### src/rtl/multicycle_control_fsm.sv
// Multi-cycle MIPS control sequencer: steps each instruction through FETCH/DECODE/EXEC/MEM/WB,
// drives datapath enables and mux selects, counts retired instructions and flags unsupported opcodes.
module multicycle_control_fsm #(
    parameter int COUNT_W = 32
) (
    input  logic               clk,
    input  logic               reset,
    input  logic [5:0]         opcode,
    input  logic               mem_ready,
    output logic               pc_write,
    output logic               pc_write_beq,
    output logic               pc_write_bne,
    output logic               i_or_d,
    output logic               mem_read,
    output logic               mem_write,
    output logic               ir_write,
    output logic               reg_dst,
    output logic               mem_to_reg,
    output logic               reg_write,
    output logic               alu_src_a,
    output logic [1:0]         alu_src_b,
    output logic [2:0]         alu_op,
    output logic [1:0]         pc_source,
    output logic [3:0]         state_out,
    output logic               illegal_op,
    output logic [COUNT_W-1:0] instr_count
);

    localparam logic [3:0] S_FETCH    = 4'd0;
    localparam logic [3:0] S_DECODE   = 4'd1;
    localparam logic [3:0] S_MEM_ADDR = 4'd2;
    localparam logic [3:0] S_MEM_RD   = 4'd3;
    localparam logic [3:0] S_MEM_WB   = 4'd4;
    localparam logic [3:0] S_MEM_WR   = 4'd5;
    localparam logic [3:0] S_R_EXEC   = 4'd6;
    localparam logic [3:0] S_R_WB     = 4'd7;
    localparam logic [3:0] S_I_EXEC   = 4'd8;
    localparam logic [3:0] S_I_WB     = 4'd9;
    localparam logic [3:0] S_BRANCH   = 4'd10;
    localparam logic [3:0] S_JUMP     = 4'd11;
    localparam logic [3:0] S_HALT     = 4'd15;

    localparam logic [5:0] OP_RTYPE = 6'h00;
    localparam logic [5:0] OP_J     = 6'h02;
    localparam logic [5:0] OP_BEQ   = 6'h04;
    localparam logic [5:0] OP_BNE   = 6'h05;
    localparam logic [5:0] OP_ADDI  = 6'h08;
    localparam logic [5:0] OP_ORI   = 6'h0D;
    localparam logic [5:0] OP_LUI   = 6'h0F;
    localparam logic [5:0] OP_LW    = 6'h23;
    localparam logic [5:0] OP_SW    = 6'h2B;

    logic [3:0]         state_q, state_d;
    logic               illegal_q, illegal_d;
    logic [COUNT_W-1:0] count_q, count_d;
    logic               retire;

    always_comb begin
        state_d      = state_q;
        illegal_d    = illegal_q;
        retire       = 1'b0;
        pc_write     = 1'b0;
        pc_write_beq = 1'b0;
        pc_write_bne = 1'b0;
        i_or_d       = 1'b0;
        mem_read     = 1'b0;
        mem_write    = 1'b0;
        ir_write     = 1'b0;
        reg_dst      = 1'b0;
        mem_to_reg   = 1'b0;
        reg_write    = 1'b0;
        alu_src_a    = 1'b0;
        alu_src_b    = 2'b00;
        alu_op       = 3'b000;
        pc_source    = 2'b00;

        case (state_q)
            S_FETCH: begin
                mem_read  = 1'b1;
                alu_src_b = 2'b01;
                ir_write  = mem_ready;
                pc_write  = mem_ready;
                if (mem_ready) state_d = S_DECODE;
            end
            S_DECODE: begin
                // Branch target is precomputed here while the opcode is decoded.
                alu_src_b = 2'b11;
                case (opcode)
                    OP_RTYPE:              state_d = S_R_EXEC;
                    OP_ADDI, OP_ORI,
                    OP_LUI:                state_d = S_I_EXEC;
                    OP_LW, OP_SW:          state_d = S_MEM_ADDR;
                    OP_BEQ, OP_BNE:        state_d = S_BRANCH;
                    OP_J:                  state_d = S_JUMP;
                    default: begin
                        state_d   = S_HALT;
                        illegal_d = 1'b1;
                    end
                endcase
            end
            S_MEM_ADDR: begin
                alu_src_a = 1'b1;
                alu_src_b = 2'b10;
                state_d   = (opcode == OP_SW) ? S_MEM_WR : S_MEM_RD;
            end
            S_MEM_RD: begin
                mem_read = 1'b1;
                i_or_d   = 1'b1;
                if (mem_ready) state_d = S_MEM_WB;
            end
            S_MEM_WB: begin
                reg_write  = 1'b1;
                mem_to_reg = 1'b1;
                retire     = 1'b1;
                state_d    = S_FETCH;
            end
            S_MEM_WR: begin
                mem_write = 1'b1;
                i_or_d    = 1'b1;
                if (mem_ready) begin
                    retire  = 1'b1;
                    state_d = S_FETCH;
                end
            end
            S_R_EXEC: begin
                alu_src_a = 1'b1;
                alu_op    = 3'b111;
                state_d   = S_R_WB;
            end
            S_R_WB: begin
                reg_write = 1'b1;
                reg_dst   = 1'b1;
                retire    = 1'b1;
                state_d   = S_FETCH;
            end
            S_I_EXEC: begin
                alu_src_a = 1'b1;
                alu_src_b = 2'b10;
                case (opcode)
                    OP_ORI:  alu_op = 3'b010;
                    OP_LUI:  alu_op = 3'b011;
                    default: alu_op = 3'b000;
                endcase
                state_d = S_I_WB;
            end
            S_I_WB: begin
                reg_write = 1'b1;
                retire    = 1'b1;
                state_d   = S_FETCH;
            end
            S_BRANCH: begin
                alu_src_a    = 1'b1;
                alu_op       = 3'b001;
                pc_source    = 2'b01;
                pc_write_beq = (opcode == OP_BEQ);
                pc_write_bne = (opcode == OP_BNE);
                retire       = 1'b1;
                state_d      = S_FETCH;
            end
            S_JUMP: begin
                pc_write  = 1'b1;
                pc_source = 2'b10;
                retire    = 1'b1;
                state_d   = S_FETCH;
            end
            S_HALT: state_d = S_HALT;
            // Unused encodings recover to FETCH rather than locking up.
            default: state_d = S_FETCH;
        endcase

        count_d = retire ? count_q + {{(COUNT_W-1){1'b0}}, 1'b1} : count_q;
    end

    always_ff @(posedge clk) begin
        if (!reset) begin
            state_q   <= S_FETCH;
            illegal_q <= 1'b0;
            count_q   <= '0;
        end else begin
            state_q   <= state_d;
            illegal_q <= illegal_d;
            count_q   <= count_d;
        end
    end

    assign state_out   = state_q;
    assign illegal_op  = illegal_q;
    assign instr_count = count_q;

endmodule

### config.mk
export PLATFORM = sky130hd
export DESIGN_NAME = multicycle_control_fsm
export DESIGN_NICKNAME = d
export VERILOG_FILES = /design/src/rtl/multicycle_control_fsm.sv
export SDC_FILE = /design/constraint.sdc
export NUM_CORES = 1
export LEC_CHECK = 0
export ABC_AREA = 1
export ABC_CLOCK_PERIOD_IN_PS = 4300
export CORE_MARGIN = 4
export CORE_UTILIZATION = 50
export DETAILED_ROUTE_END_ITERATION = 8
export GPL_ROUTABILITY_DRIVEN = 1
export HOLD_SLACK_MARGIN = 0.02
export PLACE_DENSITY_LB_ADDON = 0.1
export SLEW_MARGIN = 20
export SYNTH_ARGS = -nofsm -noshare
export SYNTH_HDL_FRONTEND = slang
export SYNTH_SLANG_ARGS = --single-unit
### constraint.sdc
create_clock -name clk -period 4.3 [get_ports clk]
set_input_delay 0.86 -clock clk [delete_from_list [all_inputs] [get_ports clk]]
set_output_delay 0.86 -clock clk [all_outputs]
set_load 0.02 [all_outputs]
; ---- Word level (Yosys, flattened, before mapping)
; Cells that the tools add are included.
[totals]
output_inout_bits = 55
in_bits = 9
word_cells = 65
regBits = 37
[classes]
n_reduce_logical = 14
n_mux = 23
bitwise_logic = 1
eq_ne = 23
addsub = 1
[ops]
columns = cell, n
row1 = 32-bit by 1-bit adder with 32-bit output (second input constant), 1
row2 = 4-bit one-hot mux with 8 select lines, 1
row3 = 4-bit == test (second input constant), 5
row4 = 4-bit one-hot mux with 5 select lines, 1
row5 = 6-bit by 4-bit == test with 1-bit output (second input constant), 3
row6 = 4-bit by 3-bit == test with 1-bit output (second input constant), 4
row7 = 6-bit by 3-bit == test with 1-bit output (second input constant), 2
row8 = 6-bit == test (second input constant), 2
row9 = 4-bit 2-to-1 mux, 3
row10 = 1-bit 2-to-1 mux, 11
row11 = 2-bit OR reduction, 5
row12 = 3-bit one-hot mux with 3 select lines, 1
row13 = 9-bit OR reduction, 1
row14 = 4-bit by 2-bit == test with 1-bit output (second input constant), 2
row15 = 2-bit one-hot mux with 2 select lines, 2
row16 = 6-bit by 2-bit == test with 1-bit output (second input constant), 1
row17 = 6-bit logical NOT, 1
row18 = 2-bit inequality test (second input constant), 3
row19 = 2-bit one-hot mux with 3 select lines, 1
row20 = 3-bit OR reduction, 2
row21 = 5-bit OR reduction, 1
row22 = 4-bit by 1-bit == test with 1-bit output (second input constant), 1
row23 = 4-bit logical NOT, 1
row24 = 1-bit one-hot mux with 2 select lines, 2
row25 = 5 further kinds, 5

; ---- Depth between registers and ports, before layout
; Gate-level depths: netlist of run 1.
[logic_depth]
word_depth = 4
ltp_mapped = 13
mapped_depth_nobuf = 11

; ---- Worst setup path before layout of run 1
; OpenSTA, ideal clock, no wires.
[synth_path]
path_type = input -> output
start = input opcode[5]
end = output pc_write_beq
path_slack_ns = 1.512
arrival_time_ns = 1.928
required_time_ns = 3.440
n_path_buf = 0
cell_stages = 3
cell_sequence = nor2_1 nand2_1 nor4_1
[synth_between]
elab_chain_len = 2
[synth_rtl]
columns = element, line
row1 = from (decl), 8  ; input logic [5:0] opcode,
row2 = 6-bit by 3-bit == test with 1-bit output, 155  ; pc_write_beq = (opcode == OP_BEQ);
row3 = 1-bit 2-to-1 mux, 77  ; case (state_q)
row4 = to (decl), 11  ; output logic pc_write_beq,
; Every way passes these cells.

; ---- Worst setup path after layout of run 1
; Same ends and word-level chain as after synthesis.

==> results of run 1 <==
[cell usage after synthesis (2+ instances only)]
cell and number:
xor2_1 7, inv_1 35, nand4_1 3, o211ai_1 2
nor2_1 90, buf_6 3, clkbuf_1 3, nand3_1 16
o21ai_0 9, nand3b_1 14, buf_2 4, nand2_1 179
inv_2 3, nand2_2 2, dfxtp_1 37, nor2_2 2
a21oi_1 35
[metal layers]
metal / share of wire [%] / vias up / wire, microns
met4: 2.8 / 0 / 208
met5: 0 / - / 0
li1: - / 1533 / -
met3: 5.8 / 17 / 425
met2: 47 / 103 / 3440
met1: 45 / 1325 / 3280
[logic make-up after synthesis]
group,Yosys count
AOI/OAI and AO/OA,48
buffers and inverters,49
xor gates and xnor gates,8
and+or+nand+nor,310
adders and majority gates,1
DFF,37
[stage by stage]
stage	cell area [sq um]	setup WS (ns)	power, mW	util (%)
6_report	3280	0.746	1.28	68.2
5_1_grt	3280	0.644	1.38	68.2
4_1_cts	3280	0.733	1.29	68.2
3_5_place_dp	3200	0.729	1.06	66.4
3_3_place_gp	3200	0.855	1.05	66.4
2_1_floorplan	2550	1.51	0.845	-
[power groups by stage]
stage / Clock, mW / Sequential (mW) / Combinational, mW
after floorplan: 0 / 0.441 / 0.404
after global placement: 0 / 0.419 / 0.633
after detailed placement: 0 / 0.422 / 0.636
after CTS: 0.239 / 0.414 / 0.639
after global routing: 0.261 / 0.422 / 0.697
final: 0.234 / 0.414 / 0.636
[critical path: stages]
cell and delay, ns:
clkdlybuf4s50_1 0.42, nor2_1 0.36, nand2_1 0.11, nor4_1 0.28, clkdlybuf4s50_1 0.65
[sequential cells by signal, summed over array words and instances, names as in the netlist]
signal and cells:
illegal_op 1, instr_count 32, state_out 4
[path summary, 6_finish.rpt]
check | from | end | slack (ns) | depth (start not counted)
worst max-delay path | opcode[5] | pc_write_beq | 0.75 | 5
worst min-delay path | illegal_op | illegal_op | 0.46 | 2
worst max register to register | state_out[1] | instr_count[26] | 1.95 | 8
worst min register to register | illegal_op | illegal_op | 0.46 | 2
[cell type report]
class | count | share of cell area [%]
flip-flops and latches | 37 | 22.6
inverters | 39 | 4.46
multi-input cells | 367 | 48.7
repair buffers | 63 | 19.2
clock buffers | 6 | 2.21
clock inverters | 2 | 0.305
well taps | 67 | 2.55
==> run metrics, run 1 <==
outcome finished clean; worst hold slack 0.461 ns; DPL Wire Length 5730 microns; total track usage 24.6%; startpoint types input port; vias in the first global route 2752; Synth Area in Compound Gates 9.76%; initial core utilization 53.0%; Sw Share 44.2%; # port buffers 63; layout cell share with drive strength beyond 1 2.92%; Post-Syn Nets 463; 1st-iter DRT viols 167; Layout area overhead 28.7%; Netlist cell types 26; asr flop ratio synth 0%; grt met3 use 4.85%; Setup CP Type in -> out; Clock Root Buffer clkbuf_8; Placed Instances 573; Yosys warnings 0; Mapped Cells 453; chip width 79.4 microns; fin nets 523; setup TNS 0 ns; dominant synthesized flop cell dfxtp_1; Clock Sinks 37; CP endpoint kind primary output; Slew Limit Fails 0; Max Root-Sink Buffers 2; hold buffers post-CTS 0; vias per std cell 5.13; worst slew pin tran 0.815 ns; worst-skew pair later-pin latency 0.29 ns; number of antenna violations at the first check in global routing 0; Num CTS Buffers 5; Synth Register Bits 37; post-synthesis mux area share 0%; Synth Area in Simple Gates 49.7%; fmax 281 MHz; Seq pwr share 32.3%; data required time of the worst path 3.44 ns; HP Class reg -> reg; clock share of power 18.2%; fill count 489; Ports 64; Cell Rows 25; area of the multi-input gates 1600 sq um; # DRC 0; CTS tree done; Routed Antenna Nets 0; largest net degree at the start of global routing 41; Leak 1.22 nW; Worst VDD drop 0.000404 V; Power Internal 717 uW; total grt overflow 0; GP Congestion 0.906; Final min period 3.55 ns; slew margin rel. 45.4%; fin crit share 82.6%; Syn Std Cell Area 2550 sq um; Hold Vio Cnt, Final 0; die area 6310 sq um; RSZ-0062 raised after global routing false; top post-synthesis cells by area dfxtp_1 29%, nand2_1 26%, nor2_1 13%; die height 79.4 microns; Final setup viols 0; adder-cell share of the synthesized area 0.490%; GR peak layer met2; maximum fanout along the worst path 7; most frequent cells in the layout 179 x nand2_1, 90 x nor2_1, 63 x clkdlybuf4s50_1, 37 x dfxtp_1; met1 usage 30.9%; Clock Skews 0.00605 ns; core footprint 4820 sq um; sw power 567 uW; clk slew on worst S/H paths 0.07 ns; post-detailed-routing wire length 7350 microns; Synth area leader dfxtp_1; max cap viols 0; postcts setup bufs 0; CTS-repair resized insts 0; first-pass GRT wire length 12400 microns; register area share after synthesis 29.0%; EDFF count, synth 0; Mapped Avg Cell Area 5.63 sq um; commonest non-fill, non-tap cell in the layout nand2_1; DR WL/cell 12.7 microns; Reg area 741 sq um; Logic pwr share 49.5%; Post-Synth XOR/XNOR Area 2.75%; Antenna Cells 0; Worst EP arrival 2.69 ns; Pre-antenna DRT Iters 5; met2 usage 41.7%; power per cell area 391 nW/um^2; largest family of logic cells by synthesized area simple AND/OR/NAND/NOR gates; final std cells w/o fill 581; Synth top area share 29.0%; DR vias 2978; H-tree levels 2
No activity file was read; power rests on OpenSTA's default activity.
==> run 2: changes to the inputs <==
ABC_CLOCK_PERIOD_IN_PS = 3500   (was 4300)
clock period = 3.5 ns   (was 4.3 ns; I/O delays follow)
==> run 2 against run 1 <==
  * Routed wire length grew 0.79%
  * Combinational power grew 26%
  * Utilization grew 0.47 points
  * Critical path type unchanged
  * Critical endpoint unchanged
  * Highest routed layer unchanged
==> run metrics, run 2 (same netlist as run 1, synthesis figures left out) <==
HP Start illegal_op; Clock Sinks 37 (unchanged); core footprint 4820 sq um (unchanged); Hold Vio Cnt, Final 0 (unchanged); Final setup viols 0 (unchanged); initial core utilization 53.0% (unchanged); fin crit share 91.2%; first-pass GRT wire length 12700 microns (+2.3%); worst hold path depth 2 (unchanged); chip width 79.4 microns (unchanged); commonest non-fill, non-tap cell in the layout nand2_1; data required time of the worst path 2.80 ns (-0.64 ns); # port buffers 63 (unchanged); 1st-iter DRT viols 164 (-1.8%); largest net degree at the start of global routing 27 (-34%); Layout area overhead 29.6%; Routed Antenna Nets 0 (unchanged); DPL Wire Length 5820 microns (+1.4%); Worst VDD drop 0.000590 V (+46%); final core utilization 68.6% (+0.47 points); worst reg-to-reg path cell count 10 (+2); power per cell area 483 nW/um^2 (+23%); maximum fanout along the worst path 7 (unchanged); fmax 313 MHz; Crit Reg-Reg Endpoint instr_count[17]; die area 6310 sq um (unchanged); Num CTS Buffers 5 (unchanged); Leak 1.24 nW (+1.2%); Setup CP Type in -> out; CTS-repair resized insts 0 (unchanged); Pre-antenna DRT Iters 4 (-1); vias per std cell 5.07 (-1.1%); Cell Rows 25 (unchanged); total grt overflow 0 (unchanged); RSZ-0062 raised after global routing false; total power 1.60 mW (+24%); Area after DPL 3220 sq um (+0.70%); total track usage 25.0% (+0.43 points); startpoint types input port; Finished Cell Area 3310 sq um (+0.69%); number of antenna violations at the first check in global routing 0 (unchanged); max cap viols 0 (unchanged); H-tree levels 2 (unchanged); post-detailed-routing wire length 7410 microns (+0.79%); fin nets 526 (+0.57%); # DRC 0 (unchanged); FF-to-FF setup slack 1.50 ns (-0.45 ns); DR vias 2959 (-0.64%); Ports 64 (unchanged); Most Frequent Cell on Critical Path clkdlybuf4s50_1; most frequent cells in the layout 179 x nand2_1, 90 x nor2_1, 63 x clkdlybuf4s50_1, 37 x dfxtp_1; crit path cell chain clkdlybuf4s50_1 > nor2_1 > nand2_1 > nor4_1 > clkdlybuf4s50_1; Slew Limit Fails 0 (unchanged); CP max stage cell clkdlybuf4s50_1; clk slew on worst S/H paths 0.07 ns (about the same); HP Class reg -> reg; Antenna Cells 0 (unchanged); Max Root-Sink Buffers 2 (unchanged); hold buffers post-CTS 0 (unchanged); DR WL/cell 12.7 microns (+0.27%); postcts setup bufs 0 (unchanged); Worst EP arrival 2.49 ns (-0.20 ns); GP Congestion 0.915 (+0.95%); worst stage delay on the critical path 0.65 ns (about the same); Clock Root Buffer clkbuf_8; setup TNS 0 ns (unchanged); outcome finished clean; vias in the first global route 2837 (+3.1%); slew margin rel. 69.1% (+24 points); worst slew pin tran 0.462 ns (-0.353 ns); CP endpoint kind primary output; Final min period 3.19 ns; CTS tree done; Clock Skews 0.00881 ns (+0.00276 ns); worst-skew pair later-pin latency 0.28 ns (about the same); worst hold endpoint illegal_op; die height 79.4 microns (unchanged); number of flip-flops in the largest register 32 (unchanged); Reg-to-Reg Start state_out[3]; layout cell share with drive strength beyond 1 3.48% (+0.56 points)
-- run 2: changes by cell type in the layout (fill, tap and decap cells not counted) --
cell	before	now
buf_4	0	3
-- run 2: area by class of cell --
cell class                      instances  area [sq um]
Fill cell                             496          1510
Clock buffer                            6          72.6
Inverter                               39           146
Clock inverter                          2          10.0
Timing Repair Buffer                   66           653
Multi-Input combinational cell        367          1600
Sequential cell                        37           741
Tap cell                               67          83.8
-- run 2: layer usage --
metal,part of all wire [%],track usage (%)
met5,0,0
met4,1.3,6.87
met3,6.0,5.64
met2,48,44.0
met1,45,30.4
-- run 2: worst max-delay path by stage --
stage | endpoint | startpoint | slack (ns) | cells past startpoint
floorplan | pc_write_beq | state_out[3] | 0.89 | 6
global placement | pc_write_beq | opcode[5] | 0.36 | 5
detailed placement | pc_write_beq | opcode[5] | 0.32 | 5
CTS | pc_write_beq | opcode[5] | 0.30 | 5
global route | pc_write_beq | opcode[5] | 0.14 | 5
finish | pc_write_beq | opcode[5] | 0.31 | 5
-- run 2: report_power, final --
group | internal (mW) | switching (mW)
Combinational | 0.295 | 0.506
Clock | 0.138 | 0.148
Sequential | 0.456 | 0.0523
-- run 2: stage by stage --
stage          hold WS, ns  std cells  setup slack (ns)
2_1_floorplan        0.526        453             0.890
3_3_place_gp         0.438        576             0.363
3_5_place_dp         0.450        576             0.324
4_1_cts              0.463        584             0.303
5_1_grt              0.483        584             0.138
6_report             0.461        584             0.309
-- run 2: worst max-delay path: cells and delay by family --
family | cells | cell delay [ns]
buf+inv | 2 | 1.07
simple gates | 3 | 0.72
==> run 3: changes to the inputs <==
HOLD_SLACK_MARGIN = 0.15   (was 0.02)
==> results of run 3 <==
The final DEF is identical to that of run 2; final timing and power are the same.
==> patch 1, RTL diff (config.mk and constraints of run 3) <==
`COUNT_W`: 32 -> 40.
--- a/src/rtl/multicycle_control_fsm.sv
+++ b/src/rtl/multicycle_control_fsm.sv
@@ -1,7 +1,7 @@
 // Multi-cycle MIPS control sequencer: steps each instruction through FETCH/DECODE/EXEC/MEM/WB,
 // drives datapath enables and mux selects, counts retired instructions and flags unsupported opcodes.
 module multicycle_control_fsm #(
-    parameter int COUNT_W = 32
+    parameter int COUNT_W = 40
 ) (
     input  logic               clk,
     input  logic               reset,
Ports: changed (resized instr_count); port bits go from 64 to 72. No check against the original RTL was run, so the function may have changed too.
==> patch 1 against run 3 <==
Area after synthesis increased by 21%. Sequential share of layout area increased by 0.23 points. Wire length increased by 18%. Worst hold slack improved by 12 ps. Cell area increased by 20%. Worst setup slack got worse by 27 ps. Sequential cell count increased by 8. Register-to-register slack got worse by 120 ps. Power increased by 17%.
==> patch 1: results <==
set metrics [dict create \
    grt_pass1_vias 3194 \
    met2_usage_pct 38.3 \
    num-multi-input-gates 395 \
    track_usage_pct 24.1 \
    portBuffers 71 \
    fin_util_pct 66.8 \
    largest_reg_flops 40 \
    ys_seq_area_share_pct 29.3 \
    grt_util_met1_pct 34.2 \
    gp_congestion 0.910 \
    synth.area.top_cells "dfxtp_1 (29%), nand2_1 (20%), nor2_1 (10%), inv_1 (6.5%), a21oi_1 (5.7%)" \
    status "finished clean" \
    cp.arrival_ps 2520 \
    seq_share_pct 22.6 \
    met3_usage_pct 3.42 \
    rr_worst_depth 8 \
    layout.nonclk_buf_share_pct 18.4 \
    p_per_area_nw_per_um2 468 \
    skew_ps 4.37 \
    fin_nets 596 \
    clock_buffer_count 5 \
    nFillCells 611 \
    pre_cts_slack_ps 303 \
    grt_max_degree 37 \
    inv_count 65 \
    clock-sinks 45 \
    buffers 74 \
    wl_met1_mm 4.18 \
    place_area_um2 3840 \
    vias_per_cell 5.29 \
    clkCellAreaFrac_pct 3.36 \
    worstReg2RegEnd "instr_count[24]" \
    power.switching_uw 741 \
    drt-pass1-iter-count 5 \
    drive_gt1_share_pct 6.98 \
    clk_latency_ps 300 \
    grt_pass1_wl_mm 14.8 \
    wl_met2_mm 3.80 \
    dp_hpwl_mm 6.88 \
    reg2reg_slack_ps 1380 \
    holdWs_ps 473 \
    netlist-cell-type-count 35 \
]
==> patch 1: changes by cell type after synthesis, sizes merged, moves of 4 or more <==
cell / run 3 / this run
inv: 38 / 64
dfxtp: 37 / 45
xor2: 7 / 15
nor3: 1 / 20
nand4: 3 / 11
nand2: 181 / 170
nand3b: 14 / 2
xnor2: 1 / 5
nand3: 16 / 23
==> patch 1: per-stage QoR <==
stage,std cells,power (uW)
after floorplan,514,1140
after global placement,654,1400
after detailed placement,654,1410
after CTS,662,1870
after global routing,662,1970
final,662,1860
==> patch 1: cell families (layout without fill, tap and decap cells) <==
family                   after synthesis  after routing  synth area share, %
XOR/XNOR                              20             20                 5.69
AO/OA/AOI/OAI                         52             52                 8.95
buffers and inverters                 74            147                 10.0
adder cells (fa/ha/maj)                1              1                0.407
AND/OR/NAND/NOR                      322            322                 45.7
flip-flops                            45             45                 29.3
==> patch 1: power groups by stage <==
stage / clock network (uW) / logic, uW / registers, uW
2_1_floorplan: 0 / 497 / 639
3_3_place_gp: 0 / 791 / 605
3_5_place_dp: 0 / 798 / 607
4_1_cts: 476 / 801 / 595
5_1_grt: 495 / 866 / 605
6_report: 470 / 794 / 597
==> patch 1: worst max-delay path by stage <==
stage	start	endpoint	slack (ps)	cells past startpoint
floorplan	state_out[3]	pc_write_beq	980	6
global placement	opcode[5]	alu_op[0]	340	5
detailed placement	opcode[5]	alu_op[0]	300	5
CTS	opcode[5]	alu_op[0]	310	5
global route	opcode[5]	alu_op[0]	190	5
finish	opcode[5]	alu_op[0]	280	5
==> patch 1: critical path: cells and delay by family <==
family | cells | cell delay (ps)
AND/OR/NAND/NOR | 2 | 500
AO/OA/AOI/OAI | 1 | 260
buffers and inverters | 2 | 1050
==> patch 2, RTL diff (settings of run 3) <==
Without the edit above. Reset style: asynchronous (`reset`), changed in one clocked block.
--- a/src/rtl/multicycle_control_fsm.sv
+++ b/src/rtl/multicycle_control_fsm.sv
@@ -171,7 +171,7 @@
         count_d = retire ? count_q + {{(COUNT_W-1){1'b0}}, 1'b1} : count_q;
     end
 
-    always_ff @(posedge clk) begin
+    always_ff @(posedge clk or negedge reset) begin
         if (!reset) begin
             state_q   <= S_FETCH;
             illegal_q <= 1'b0;
Function: differs if reset is asserted again (counterexample within 4 cycles, from zero or initial values and one cycle with reset low); with reset held inactive, the same outputs for 10 cycles.
==> patch 2 against run 3 <==
Largest cell class unchanged. Highest routed layer unchanged. Area after synthesis increased by 4.5%. Sequential cell count unchanged. Clock power increased by 3%. Power increased by 19%. Die area increased by 4.0%. Global-route usage decreased by 0.90 points. Synthesized cell count decreased by 4.2%. Wire length decreased by 1.6%. Clock skew decreased by 4.8 ps. Worst setup slack got worse by 38 ps. Cell area increased by 3.4%.
==> patch 2: results <==
set metrics [dict create \
    synth_common_cells "nand2_1 (210), nor2_1 (76), dfrtp_1 (37)" \
    synth-compound-area-share_pct 4.13 \
    dp_hpwl_mm 5.61 \
    holdWs_ps 477 \
    gp_congestion 0.902 \
    wl_met1_mm 3.65 \
    grt_util_met1_pct 34.3 \
    pg_comb_uw 1010 \
    rr_worst_depth 7 \
    crit_end "alu_op[0]" \
    synth_fa_ha_area_share_pct 0.469 \
    worstReg2RegEnd "instr_count[2]" \
    synth.area.top_cells "dfrtp_1 (35%), nand2_1 (30%), nor2_1 (11%), nand3b_1 (5.1%), inv_1 (4.2%)" \
    cp_max_fo 6 \
    powerClk_uw 295 \
    drive_gt1_share_pct 3.81 \
    status "finished clean" \
    grt_pass1_wl_mm 12.3 \
    skew_ps 3.99 \
    grt_pass1_vias 2598 \
    post_drt_wl_per_cell_um 12.8 \
    vias_per_cell 5.06 \
    cp.arrival_ps 2530 \
    switching_share_pct 46.9 \
    first_iter_violations 167 \
    holdPathEnd "illegal_op" \
    antenna_found_initial 0 \
    setup.worst_path.start "opcode[4]" \
    placed_cells 561 \
    num_antenna_cells 0 \
    grt_max_degree 38 \
    ys_seq_area_share_pct 34.7 \
    syn_area_per_cell_um2 6.14 \
    power.leakage_uw 0.00154 \
    track_usage_pct 24.1 \
    largest_reg_flops 32 \
    met3_usage_pct 5.21 \
    met2_usage_pct 37.4 \
    hp-start "illegal_op" \
    synth-async-reset-ratio_pct 100 \
    fin_nets 508 \
    wl_met2_mm 3.18 \
    syn_nets 444 \
    relSlewSlack_pct 42.8 \
    synthXorXnorAreaFrac_pct 4.27 \
    fin_cells 569 \
    irDropWorstVdd_uv 689 \
    routed-wl-met3_um 394 \
]
==> patch 2: cell count changes in the layout (fill, tap and decap cells not counted), sizes merged, moves of 3 or more <==
cell    delta
dfrtp     +37
nand4      -3
dfxtp     -37
nor2      -13
xnor2      +5
nand2     +30
nand3b     +4
a21oi     -33
inv        -4
==> patch 2: layout make-up <==
cell class	instances	area (um2)
Timing Repair Buffer	63	626
Fill cell	508	1720
Inverter	34	128
Clock inverter	2	10.0
Tap cell	70	87.6
Sequential cell	37	926
Multi-Input combinational cell	357	1570
Clock buffer	6	72.6
==> patch 2: stage by stage <==
stage	setup slack (ps)	instance area [um2]	power, uW
5_1_grt	162	3420	2040
2_1_floorplan	1030	2670	1260
4_1_cts	291	3420	1920
3_5_place_dp	302	3330	1620
6_report	271	3420	1900
3_3_place_gp	350	3330	1600
==> patch 2: worst max-delay path, delay by kind of cell <==
kind	cells	cell delay [ps]
and+or+nand+nor	2	510
buffers and inverters	2	1070
AOI/OAI and AO/OA	1	250
